[config.mk]
export PLATFORM = sky130hd
export DESIGN_NAME = ped_scheduler
export DESIGN_NICKNAME = d
export VERILOG_FILES = /design/src/rtl/ped_scheduler.sv
export SDC_FILE = /design/constraint.sdc
export NUM_CORES = 1
export LEC_CHECK = 0
export CAP_MARGIN = 0
export CORE_MARGIN = 2
export CORE_UTILIZATION = 40
export CTS_BUF_LIST = sky130_fd_sc_hd__clkbuf_4 sky130_fd_sc_hd__clkbuf_8
export CTS_CLUSTER_DIAMETER = 50
export CTS_CLUSTER_SIZE = 25
export DETAILED_ROUTE_END_ITERATION = 10
export PLACE_DENSITY = 0.67
export SLEW_MARGIN = 20
export SYNTH_ARGS = -nofsm -noshare
export SYNTH_HDL_FRONTEND = slang
export SYNTH_SLANG_ARGS = --single-unit
[constraint.sdc]
create_clock -name clk -period 1.75 [get_ports clk]
set_input_delay 0.525 -clock clk [delete_from_list [all_inputs] [get_ports clk]]
set_output_delay 0.525 -clock clk [all_outputs]
set_load 0.03 [all_outputs]
[src/rtl/ped_scheduler.sv]
// Pedestrian crosswalk scheduler: round-robin service of four crosswalks with timed WALK/FLASH/CLEAR phases.
// Define PED_EMG_PREEMPT_EN to let the emg input preempt service; otherwise emg is ignored.
module ped_scheduler #(
  parameter int unsigned WALK_TIME  = 7,
  parameter int unsigned FLASH_TIME = 5,
  parameter int unsigned CLEAR_TIME = 2
) (
  input  logic       clk,
  input  logic       reset,
  input  logic       tick,
  input  logic [3:0] ped_req,
  input  logic       safe,
  input  logic       emg,
  output logic       hold_req,
  output logic [3:0] walk,
  output logic [3:0] flash,
  output logic [3:0] pending,
  output logic [1:0] grant_id,
  output logic       err
);

  typedef enum logic [2:0] {
    S_IDLE,
    S_REQ,
    S_WALK,
    S_FLASH,
    S_CLEAR
  } state_t;

  state_t     state_q;
  logic [4:0] cnt_q;
  logic [1:0] ptr_q;
  logic [1:0] grant_q;
  logic [3:0] pending_q;
  logic [3:0] walk_q;
  logic [3:0] flash_q;
  logic       hold_q;
  logic       err_q;

  logic [3:0] pending_d;
  logic [1:0] next_grant_d;
  logic       preempt;
  logic       walk_go;
  logic       walk_done;
  logic       flash_done;
  logic       clear_done;

`ifdef PED_EMG_PREEMPT_EN
  assign preempt = emg;
`else
  logic emg_unused;
  assign emg_unused = emg;
  assign preempt    = 1'b0;
`endif

  assign walk_go    = (state_q == S_REQ) && safe && !preempt;
  assign walk_done  = tick && (cnt_q == 5'(WALK_TIME - 1));
  assign flash_done = tick && (cnt_q == 5'(FLASH_TIME - 1));
  assign clear_done = tick && (cnt_q == 5'(CLEAR_TIME - 1));

  always_comb begin
    // NOTE: every combinational output gets a default first, so no path can infer a latch.
    next_grant_d = ptr_q + 2'd1;
    pending_d    = pending_q | ped_req;
    // Scan from farthest to nearest so the first set bit after ptr wins.
    for (int k = 4; k >= 1; k--) begin
      if (pending_q[ptr_q + 2'(k)]) next_grant_d = ptr_q + 2'(k);
    end
    if (walk_go) pending_d[grant_q] = 1'b0;
  end

  // NOTE: sequential state uses non-blocking assignments so every register sees pre-edge values.
  always_ff @(posedge clk) begin
    if (reset) begin
      state_q   <= S_IDLE;
      cnt_q     <= 5'd0;
      ptr_q     <= 2'd3;
      grant_q   <= 2'd0;
      pending_q <= 4'b0;
      walk_q    <= 4'b0;
      flash_q   <= 4'b0;
      hold_q    <= 1'b0;
      err_q     <= 1'b0;
    end else begin
      pending_q <= pending_d;
      err_q     <= 1'b0;
      if (tick) cnt_q <= cnt_q + 5'd1;
      case (state_q)
        S_IDLE: begin
          if ((pending_q != 4'b0) && !preempt) begin
            state_q <= S_REQ;
            grant_q <= next_grant_d;
            hold_q  <= 1'b1;
            cnt_q   <= 5'd0;
          end
        end
        S_REQ: begin
          if (preempt) begin
            state_q <= S_CLEAR;
            cnt_q   <= 5'd0;
          end else if (safe) begin
            state_q <= S_WALK;
            walk_q  <= 4'b0001 << grant_q;
            ptr_q   <= grant_q;
            cnt_q   <= 5'd0;
          end
        end
        S_WALK: begin
          // A preempt is not a safety fault, so it wins over a safe drop and raises no err.
          if (preempt || !safe) begin
            state_q <= S_CLEAR;
            walk_q  <= 4'b0;
            err_q   <= !preempt;
            cnt_q   <= 5'd0;
          end else if (walk_done) begin
            state_q <= S_FLASH;
            walk_q  <= 4'b0;
            flash_q <= 4'b0001 << grant_q;
            cnt_q   <= 5'd0;
          end
        end
        S_FLASH: begin
          if (preempt || !safe) begin
            state_q <= S_CLEAR;
            flash_q <= 4'b0;
            err_q   <= !preempt;
            cnt_q   <= 5'd0;
          end else if (flash_done) begin
            state_q <= S_CLEAR;
            flash_q <= 4'b0;
            cnt_q   <= 5'd0;
          end
        end
        S_CLEAR: begin
          if (clear_done) begin
            state_q <= S_IDLE;
            hold_q  <= 1'b0;
            cnt_q   <= 5'd0;
          end
        end
        default: begin
          state_q <= S_IDLE;
          walk_q  <= 4'b0;
          flash_q <= 4'b0;
          hold_q  <= 1'b0;
          cnt_q   <= 5'd0;
        end
      endcase
    end
  end

  assign hold_req = hold_q;
  assign walk     = walk_q;
  assign flash    = flash_q;
  assign pending  = pending_q;
  assign grant_id = grant_q;
  assign err      = err_q;

endmodule

-- Word level (Yosys, flattened, before mapping)
Cells that the tools add are included.
- flip-flop bits (word level): 26
- input bits: 9
- output and inout bits: 16
- word-level logic and storage cells: 104
- add/subtract/negate cells: 4
- $lt $le $gt $ge: 6
- eq/ne operators: 14
- shift operators: 1
- mux-type cells: 45
- bitwise logic cells: 7
- reductions and logical operators: 18
- operators with widths (kind ; number):
    2-to-1 mux 5 bit ; 8
    2-to-1 mux 4 bit ; 8
    one-hot mux 5 bit (5 select lines) ; 1
    one-hot mux 4 bit (3 select lines) ; 2
    2-to-1 mux 3 bit ; 7
    less-than comparator 2 x 3 -> 1 bit, second input constant ; 5
    one-hot mux 3 bit (5 select lines) ; 1
    equality test 5 x 3 -> 1 bit, second input constant ; 2
    inequality test 2 bit, second input constant ; 5
    OR reduction 3 bit ; 3
    binary-select mux 1 bit (select 2 bit) ; 4
    2-to-1 mux 1 bit ; 8
    2-to-1 mux 2 bit ; 4
    equality test 3 x 2 -> 1 bit, second input constant ; 2
    inequality test 3 bit, second input constant ; 2
    AND reduction 3 bit ; 2
    adder 5 x 1 -> 5 bit, second input constant ; 1
    equality test 5 x 1 -> 1 bit, second input constant ; 1
    logical AND 1 bit ; 5
    AND reduction 5 bit ; 1
    adder 2 bit, second input constant ; 2
    bitwise AND 4 bit ; 1
    inverter 1 bit ; 4
    inverter 4 bit ; 1
    13 further kinds ; 15

-- Longest topological paths before layout
Gate-level depths: netlist of the first run.
- depth after elaboration: 7
- mapped depth: 6
- gate-level depth less buffers: 6

-- Least setup slack after synthesis of the first run
No wires, ideal clock.
- path type: register -> register
- from: register pending_q[2] (netlist: pending[2])
- to: register grant_q[0] (netlist: grant_id[0])
- setup time: 134 ps
- arrival: 1428 ps
- setup slack: 187 ps
- cell stages (with the launch flop): 5
- buffers on the path: 0
- period minus slack after synthesis: 1563 ps
- path through: dfxtp_1 > inv_1 > a221o_1 > a2111oi_0 > nor3_1
- longest elaborated chain between the ends: 6
- elaborated cells on any way between the ends: 14
- RTL lines (element ; RTL line ; RTL):
    start: declaration ; 34 ; logic [3:0] pending_q;
    start signal: assignment ; 85 ; pending_q <= pending_d;
    binary-select mux 1 bit (select 2 bit) ; 67 ; if (pending_q[ptr_q + 2'(k)]) next_grant_d = ptr_q + 2'(k);
    2-to-1 mux 1 bit (not written as such) ; 67 ;
    2-to-1 mux 2 bit (4 in series) ; 67 ;
    end signal: assignment ; 92 ; grant_q <= next_grant_d;
    end: declaration ; 33 ; logic [1:0] grant_q;
Several ways; a longest one is shown, not always the timed one. The select of a mux whose other input is x is not followed.
A chain may end at the register's enable or synchronous reset.

-- Final worst setup path of the first run
- from: input tick
- to: register walk_q[0] (netlist: walk[0])
- longest elaborated chain between the ends: 3
- RTL lines (element ; RTL line ; RTL):
    start: declaration ; 10 ; input logic tick,
    logical AND 1 bit ; 57 ; assign walk_done = tick && (cnt_q == 5'(WALK_TIME - 1));
    inequality test 3 bit (no line) ; n/a ;
    AND reduction 3 bit (no line) ; n/a ;
    end signal: assignment ; 103 ; walk_q <= 4'b0001 << grant_q;
    end: declaration ; 35 ; logic [3:0] walk_q;
No other way between the ends.

==> flow_summary.toml, run 1 <==
[run_status]
status = "finished, final reports clean"

[placement]
place_congestion = 0.787
portBuffers = 23
place_hpwl_um = 2320
dpl_cell_area_um2 = 1760

[critical_path]
worstPathCellList = "clkdlybuf4s50_1, nand4bb_1, buf_4, o221ai_1, a21o_1, a31oi_1"
crit_cells = 6
worst_ep_arrival_time_ps = 1860
endpoint_kind = "register"
rr_worst_depth = 6
cpMaxStageDelayCell = "clkdlybuf4s50_1"
worstPathRequired_ps = 1960
cp_max_fo = 8
worstSetupPathType = "in -> reg"
crit_buf_inv = 2
critical_path.startpoint_type = "input port"
crit_path_end = "walk[0]"
worst-r2r-setup-slack_ps = 180
cp-startpoint = "tick"
critPathTopFamily = "buffers and inverters"
worstReg2RegEnd = "flash[0]"
r2r-start = "cnt_q[0]"
slowest_delay_ps = 490

[route]
dr.pass1.iters = 4
ant_nets = 0
drt_iter0_drc = 54
routed_wl_um = 2980
drc = 0
avgViaCountPerCell = 5.18
vias = 1238
wl_per_cell_um = 12.5

[grt]
antenna_found_initial = 0
grt_pass1_wl_um = 5290
use_met1 = 0.186
grt_use_met3 = 0.0306
grt_usage = 0.166
grt-busiest-layer = "met2"
use_met2 = 0.306
grt_max_degree = 15
grt-ovfl-total = 0
first_global_vias = 1172

[synthesis]
syn_nets = 168
syn_area_per_cell_um2 = 8.86
synth_top_area_frac = 0.379
synth_top_family_by_area = "simple AND/OR/NAND/NOR gates"
ys_types = 48
synthTopCellsByArea = "dfxtp_1 (38%), nor2_1 (6.0%), ha_1 (3.6%)"
synth_ff_type = "dfxtp_1"
async_flop_share = 0
synthXorXnorAreaFrac = 0.0319
synth-compound-area-share = 0.231
ys_ff_latch = 26
yosys.area_share.simple = 0.241
synth.mux.area_fraction = 0.0146
syn-cell-area_um2 = 1370
synth_seq_area_share = 0.379
syn-instance-count = 155
synth_warnings = 0
synth_fa_ha_area_frac = 0.0365
synth-edff-count = 0
yosys.area.top_type = "dfxtp_1"

[floorplan]
start_util = 0.415
die_x_um = 62.6
die_y_um = 62.6
io-pin-count = 25
dieArea_um2 = 3920
row_count = 21
core-area_um2 = 3310

[finish]
finish.utilization = 0.539
fin_area_um2 = 1780
fillers = 342
nets = 207
layout-drive-gt1-share = 0.187
final_cell_mix = "dfxtp_1 (26), nor2_1 (21), buf_4 (21), dlygate4sd2_1 (16), nand2_1 (10)"
diodes = 0
area_delta_synth_final_pct = 29.9
mostFrequentLayoutCell = "dfxtp_1"

[cts]
clkTransAtPathRegs_ps = 140
clock_path_buffers = 2
ctsHoldBuffers = 0
ctsHtreeMaxLevel = 1
tritoncts = "done"
postCtsSetupBuffers = 0
cts-root-buf = "clkbuf_4"
clock_sinks = 26
clk_latency_ps = 320
numCtsBuffers = 3

[pwr]
peakVddDrop_v = 0.000318
leakagePower_nw = 0.744
power_density_nw_per_um2 = 758

[sta]
final_hold_viol_count = 0
rsz0062_at_grt = "no"
worst_pin_slew_ps = 445
fin_crit_ps = 1650
max-slew-margin-rel = 0.695
finalSetupViolCount = 0
max_freq_mhz = 607
fin_crit_sh = 0.941
whs_ps = 477
finClkSkew_ps = 2.32
drv_slew = 0

[min_path]
hp-class = "reg -> reg"

[job]
cap_violations = 0
==> per-stage QoR <==
| stage | worst slack (ps) | setup TNS, ps | power, W | instances |
|---|---|---|---|---|
| finish | 104 | 0 | 0.00135 | 239 |
| global route | 23.3 | 0 | 0.00143 | 239 |
| CTS | 61.5 | 0 | 0.00137 | 239 |
| detailed placement | -279 | -3540 | 0.00108 | 235 |
| global placement | -220 | -2990 | 0.00107 | 235 |
| floorplan | 187 | 0 | 0.000935 | 155 |
==> routing by layer <==
layer,vias to the layer above,part of all wire
met2,16,0.52
li1,630,-
met4,0,0.015
met3,4,0.026
met1,588,0.44
met5,-,0
==> worst register-to-register path, stage by stage, from the launching register on <==
cell       delay, ps
dfxtp_1          440
inv_1             90
ha_1             240
nand3_1          110
o22ai_1          130
a311oi_4         350
o2bb2ai_1        150
==> flip-flops by register name, indices dropped and copies added (netlist names) <==
signal,cells
ptr_q,2
grant_id,2
state_q,3
walk,4
pending,4
hold_req,1
cnt_q,5
err,1
flash,4
==> cells by family (layout without fill, tap and decap cells) <==
logic type | after synthesis | in the layout
compound gates | 38 | 38
xor+xnor | 5 | 5
fa+ha+maj | 4 | 4
buf+inv | 20 | 58
flops | 26 | 26
mux | 2 | 2
simple gates | 60 | 60
==> area by class of cell <==
cell class	instances	area, um^2	share of cell area
repair buffers	44	368	0.206
clock buffers	4	36.3	0.0204
well taps	46	57.6	0.0323
inverters	10	37.5	0.0211
flip-flops and latches	26	520	0.292
multi-input cells	109	763	0.428
==> power breakdown <==
group          switching [W]  total [W]  internal (W)
registers          0.0000323   0.000662      0.000630
logic               0.000217   0.000385      0.000168
clock network       0.000177   0.000305      0.000127
total               0.000427    0.00135      0.000925
==> synth_stat cells (all sizes together), types with 2 or more instances <==
library cell  count
o221ai            2
dfxtp            26
o211ai            2
inv               9
nand2b            3
a21o              3
o21ai             4
nor3              6
nand4             3
a221o             2
a21oi             6
or2               4
nand3             2
and3b             2
xor2              4
nor4              3
a211oi            3
a311oi            3
clkbuf            4
buf               6
nor2             22
ha                4
nand2            10
mux2i             2
o2bb2ai           4
==> how the worst min path moves through the flow <==
stage / slack [ps] / cells past startpoint / start / endpoint
floorplan: 510 / 2 / state_q[2] / state_q[0]
global placement: 450 / 1 / flash[3] / flash[3]
detailed placement: 450 / 1 / flash[3] / flash[3]
CTS: 480 / 1 / flash[3] / flash[3]
global route: 490 / 1 / flash[2] / flash[2]
finish: 480 / 1 / flash[2] / flash[2]
==> repair_timing <==
action                                  4_1_cts  5_1_grt
endpoints found under the setup margin       16        1
gates resized for setup                      16        1
hold endpoints to repair                      0        0
Note: power is estimated with default switching activity, not from simulation.
==> run 2: changes to the inputs <==
CAP_MARGIN = 25   (was 0)
CELL_PAD_IN_SITES_DETAIL_PLACEMENT = 0   (was not set)
CELL_PAD_IN_SITES_GLOBAL_PLACEMENT = 1   (was not set)
PLACE_DENSITY = 0.84   (was 0.67)
TNS_END_PERCENT = 50   (was not set)
==> run 2 against run 1 <==
- critical path type is now reg -> out
- routed wire length up 1.0%
- via count up 1.1%
- largest power group unchanged
- first-iteration DRC count down 48%
- total power about the same
- sequential power up 2%
- global-route usage down 0.15 points
- clock skew down 1.3 ps
- clock-buffer cell count unchanged
- fmax about the same
- worst hold slack worse by 3.4 ps
==> flow_summary.toml, run 2 (same netlist as run 1, synthesis figures left out) <==
[placement]
dp.cells = 233
place_congestion = 0.763
portBuffers = 23
place_hpwl_um = 2360

[finish]
layout-drive-gt1-share = 0.188
diodes = 0
instances_no_fill = 237
mostFrequentLayoutCell = "dfxtp_1"
area_delta_synth_final_pct = 29.4
nets = 205
finish.utilization = 0.536
fillers = 336
largest_reg_flops = 5
final_cell_mix = "dfxtp_1 (26), nor2_1 (21), buf_4 (20), dlygate4sd2_1 (15), nand2_1 (10)"
top_register = "cnt_q"

[route]
dr.pass1.iters = 4
ant_nets = 0
drt_iter0_drc = 28
wl_per_cell_um = 12.7
drc = 0
avgViaCountPerCell = 5.28
routed_wl_um = 3010
vias = 1251

[sta]
final_hold_viol_count = 0
setup_tns_ps = 0
finalSetupViolCount = 0
finClkSkew_ps = 0.967
worst_pin_slew_ps = 378
max_freq_mhz = 607
max-slew-margin-rel = 0.742
fin_crit_sh = 0.941
rsz0062_at_grt = "no"
fin_crit_ps = 1650
drv_slew = 0

[critical_path]
worst_ep_arrival_time_ps = 1120
slowest_delay_ps = 560
endpoint_kind = "output port"
cpMaxStageDelayCell = "dfxtp_1"
crit_buf_inv = 1
worstSetupPathType = "reg -> out"
worstPathRequired_ps = 1220
critPathTopFamily = "flip-flops"
worst-r2r-setup-slack_ps = 180
worstPathCellList = "buf_4"
cp_max_fo = 11
critical_path.startpoint_type = "register"

[pwr]
leakagePower_nw = 0.733
power_density_nw_per_um2 = 761
peakVddDrop_v = 0.000414

[floorplan]
core-area_um2 = 3310
dieArea_um2 = 3920
io-pin-count = 25
die_y_um = 62.6
die_x_um = 62.6
row_count = 21
start_util = 0.415

[cts]
clock_sinks = 26
tritoncts = "done"
clk_latency_ps = 330
numCtsBuffers = 3
clock_path_buffers = 2
ctsHtreeMaxLevel = 1
ctsHoldBuffers = 0
clkTransAtPathRegs_ps = 140
cts-root-buf = "clkbuf_4"

[grt]
antenna_found_initial = 0
grt_usage = 0.164
grt_pass1_wl_um = 5190
grt_max_degree = 15
first_global_vias = 1201
grt-ovfl-total = 0

[run_status]
status = "finished, final reports clean"

[job]
cap_violations = 0

[min_path]
hp-class = "reg -> reg"
-- run 2: cell count changes in the layout (fill, tap and decap cells not counted), sizes merged --
cell and change:
dlygate4sd2 -1, buf -1
-- run 2: worst paths after layout --
| kind | from | to | cells after the start |
|---|---|---|---|
| max | grant_id[0] | grant_id[0] | 1 |
| min | flash[3] | flash[3] | 1 |
| max reg2reg | cnt_q[0] | flash[0] | 6 |
| min reg2reg | flash[3] | flash[3] | 1 |
-- run 2: layout make-up --
class | count | area (um^2) | share of cell area
repair buffers | 42 | 352 | 0.198
inverters | 10 | 37.5 | 0.0211
well taps | 46 | 57.6 | 0.0324
flip-flops and latches | 26 | 520 | 0.293
clock buffers | 4 | 36.3 | 0.0204
multi-input cells | 109 | 772 | 0.435
-- run 2: routing by layer --
layer	global-route usage	wire length [um]
met1	0.177	1260
met2	0.301	1560
met4	0.0833	65
met3	0.0342	125
met5	0	0
-- run 2: power by group --
group / internal (W) / switching, W
Clock: 0.000128 / 0.000181
Combinational: 0.000163 / 0.000209
Sequential: 0.000630 / 0.0000420
-- run 2: through the flow --
stage	hold slack, ps	setup WS, ps	total power, W	cell area [um^2]
2_1_floorplan	506	187	0.000935	1370
3_3_place_gp	449	-221	0.00106	1750
3_5_place_dp	451	-261	0.00107	1750
4_1_cts	475	80.4	0.00136	1760
5_1_grt	489	9.77	0.00144	1780
6_report	474	104	0.00135	1780
-- run 2: what timing repair did --
| action | 4_1_cts | 5_1_grt |
|---|---|---|
| endpoints found under the hold margin | 0 | 0 |
| pin swaps | 0 | 1 |
| endpoints found under the setup margin | 15 | 4 |
| gates resized for setup | 15 | 2 |
| setup buffers | 0 | 0 |
==> RTL edit 1: new RTL, settings of run 1 <==
Put one more register stage on the output `err`. The value now appears one clock later. The other outputs are not delayed to match.
--- a/src/rtl/ped_scheduler.sv
+++ b/src/rtl/ped_scheduler.sv
@@ -154,7 +154,9 @@
   assign flash    = flash_q;
   assign pending  = pending_q;
   assign grant_id = grant_q;
-  assign err      = err_q;
+  always_ff @(posedge clk) begin
+    err <= err_q;
+  end
 
 endmodule
 
Behaviour: not the same (Yosys sat finds a counterexample within 10 cycles, from zero or initial values and one cycle with reset high).
==> RTL edit 1 against run 1 <==
Non-clock buffer count up 2; sequential cell count up 1; routed wire length up 1.0%; sequential share of layout area up 0.54 points; largest cell class unchanged; worst setup slack worse by 0.018 ns; register-to-register slack better by 0.03 ns; global-route usage up 0.20 points; clock power down 13%; synthesized cell count up 0.65%; clock skew up 0.0074 ns; area after synthesis up 1.5%; via count down 0.57%; total power down 0.61%; final area up 2.0%.
==> RTL edit 1: results <==
{
  "status": "finished clean",
  "grt_max_degree": 16,
  "crit_path_max_fanout": 7,
  "synth-adder-area-share_pct": 3.59,
  "buffers": 46,
  "drive_above_1_share_pct": 19.9,
  "nets": 210,
  "routed_wl_mm": 3.01,
  "r2r_slack_ns": 0.21,
  "num_vias": 1231,
  "ys_top_cells_by_count": "dfxtp_1, nor2_1, nand2_1",
  "dp.cells": 238,
  "multi_input_area_um2": 772,
  "synth_mux_area_share_pct": 1.44,
  "synth_nets": 169,
  "regArea_um2": 541,
  "netSwitchingPower_uw": 434,
  "crit_path_end": "cnt_q[1]",
  "die-area_um2": 3970,
  "hp-start": "err_q",
  "grt_pass1_wl_mm": 5.44,
  "min_delay_worst_endpoint": "err",
  "hold_slack_ns": 0.345,
  "critPathArrivalTime_ns": 1.88,
  "synthCells": 156,
  "ys_seq_area_share_pct": 38.8,
  "clock_cell_area_share_pct": 1.51,
  "period_share_pct": 95.1
}
[RTL edit 1: changes by cell type after synthesis]
cell     change
dfxtp_1      +1
[RTL edit 1: repair_timing]
item                                    CTS  global route
gates resized for setup                  16             2
setup buffers                             0             0
endpoints found under the setup margin   16             6
[RTL edit 1: power groups by stage]
stage          Sequential, mW  Clock [mW]  Combinational (mW)
2_1_floorplan           0.749           0               0.210
3_3_place_gp            0.700           0               0.395
3_5_place_dp            0.702           0               0.405
4_1_cts                 0.688       0.277               0.389
5_1_grt                 0.695       0.303               0.431
6_report                0.687       0.266               0.390
[RTL edit 1: metal layers]
metal  vias up  track usage (%)  wire length (µm)  share of wire [%]
met2        24             31.9              1570                 52
met1       568             19.0              1310                 43
li1        637                -                 -                  -
met3         2             2.52                99                3.3
met4         0             5.00                29               0.96
met5         -                0                 0                  0
==> RTL edit 2: new RTL, settings of run 1 <==
Made on the original files. Add a define of `PED_EMG_PREEMPT_EN`.
--- a/src/rtl/ped_scheduler.sv
+++ b/src/rtl/ped_scheduler.sv
@@ -1,5 +1,7 @@
 // Pedestrian crosswalk scheduler: round-robin service of four crosswalks with timed WALK/FLASH/CLEAR phases.
 // Define PED_EMG_PREEMPT_EN to let the emg input preempt service; otherwise emg is ignored.
+`define PED_EMG_PREEMPT_EN
+
 module ped_scheduler #(
   parameter int unsigned WALK_TIME  = 7,
   parameter int unsigned FLASH_TIME = 5,
Function: changed (a bounded check fails within 4 cycles, from zero or initial values and one cycle with reset high).
==> RTL edit 2 against run 1 <==
Final area grew 7.7%; sequential cell count is the same; final cell count up 6.3%; worst setup slack lost 0.040 ns; register-to-register slack worse by 0.11 ns; via count is 9.9% higher; clock skew rose by 0.012 ns; routed wire length grew 20%; area after synthesis rose by 4.2%; highest routed layer unchanged.
Power is not compared: it rests on default switching activity, and its combinational part moved more than twofold at a synthesized area within 25%.
==> RTL edit 2: results <==
{
  "io_buffers": 24,
  "ys_seq_area_share_pct": 36.4,
  "whs_path_depth": 2,
  "grt_pass1_wl_mm": 6.12,
  "ys_top_cells_by_count": "dfxtp_1, nor2_1, nand2_1",
  "hp-start": "flash[3]",
  "fillCellCount": 329,
  "ff2ff_path_depth": 5,
  "synth_area_leaders": "dfxtp_1, a21oi_1, nor2_1",
  "drt_iter0_drc": 76,
  "r2r-start": "pending[2]",
  "drive_above_1_share_pct": 23.1,
  "slew_headroom_pct": 67.2,
  "min_delay_worst_endpoint": "flash[3]",
  "htreeDepth": 1,
  "dp_slack_ns": -0.411,
  "r2r-end": "state_q[0]",
  "place.gp.congestion": 0.830,
  "synth_nets": 176,
  "antenna_found_initial": 0,
  "regMostFlops": "cnt_q",
  "nets": 222,
  "hpwl_mm": 2.68,
  "grt.total_usage_pct": 18.4,
  "num_vias": 1361,
  "critPathSlowestCell": "dfxtp_1",
  "cpPeakStageDelay_ns": 0.50,
  "wl_per_cell_um": 14.1,
  "status": "finished clean",
  "worstSkewPairLatency_ns": 0.32,
  "finClkSkew_ns": 0.0141,
  "r2r_slack_ns": 0.07,
  "crit_path_max_fanout": 7,
  "cts_buffer_depth": 2,
  "grt_max_degree": 17
}
## RTL edit 2: cell count changes after synthesis, sizes merged, moves of 4 or more
| cell | run 1 | this run |
|---|---|---|
| a21oi | 6 | 13 |
| nor2 | 22 | 16 |
| o21ai | 4 | 10 |
| nor3 | 6 | 1 |
| nand2 | 10 | 14 |
| nand3b | 0 | 4 |
| o2bb2ai | 4 | 0 |
## RTL edit 2: where the power goes
group | internal [mW] | switching, mW | leakage [nW]
Sequential | 0.656 | 0.0770 | 0.213
Clock | 0.231 | 0.182 | 0.0279
Combinational | 0.359 | 0.418 | 0.588
Total | 1.25 | 0.677 | 0.829
## RTL edit 2: layout make-up
type | instances | area share, %
clock inverter | 1 | 1.56
inverter | 10 | 1.95
sequential | 26 | 27.3
multi-input combinational | 118 | 43.4
clock buffer | 3 | 1.17
tap | 46 | 3.00
timing repair buffer | 50 | 21.6
## RTL edit 2: how the worst max path moves through the flow
stage               start          to  slack, ns  cells after the start
2_1_floorplan    cnt_q[0]  state_q[2]       0.09                      6
3_3_place_gp         tick  state_q[0]      -0.37                      7
3_5_place_dp         tick  state_q[0]      -0.41                      7
4_1_cts        pending[1]  pending[1]      0.007                      1
5_1_grt        pending[2]  state_q[0]       0.01                      5
6_report       pending[2]  pending[2]       0.06                      1
## RTL edit 2: cell families after synthesis
| logic type | count (synthesis) | synth area share [%] |
|---|---|---|
| buf+inv | 19 | 7.00 |
| flops | 26 | 36.4 |
| xor+xnor | 5 | 3.06 |
| fa+ha+maj | 4 | 3.50 |
| mux | 6 | 4.55 |
| compound gates | 44 | 22.7 |
| simple gates | 59 | 22.7 |
## RTL edit 2: per-stage QoR
| stage | total power [mW] | utilization, % | hold slack, ns | area (µm²) | std cells |
|---|---|---|---|---|---|
| finish | 1.92 | 56.7 | 0.479 | 1920 | 254 |
| global route | 2.04 | 56.7 | 0.482 | 1920 | 254 |
| CTS | 1.91 | 56.0 | 0.484 | 1900 | 253 |
| detailed placement | 1.50 | 54.7 | 0.464 | 1850 | 249 |
| global placement | 1.48 | 54.7 | 0.455 | 1850 | 249 |
| floorplan | 1.24 | - | 0.509 | 1430 | 163 |
## RTL edit 2: per-layer routing
metal  up-vias  wire, µm  global-route usage, %  part of all wire [%]
li1        671         -                      -                     -
met1       658      1770                   23.6                    50
met2        24      1650                   31.6                    46
met3         8        98                   3.35                   2.7
met4         0        63                   4.89                   1.8
met5         -         0                      0                     0
## RTL edit 2: what timing repair did
item,in CTS,in global routing
gates resized for setup,24,9
pin swaps,2,2
endpoints found under the setup margin,30,10
buffers inserted,0,1
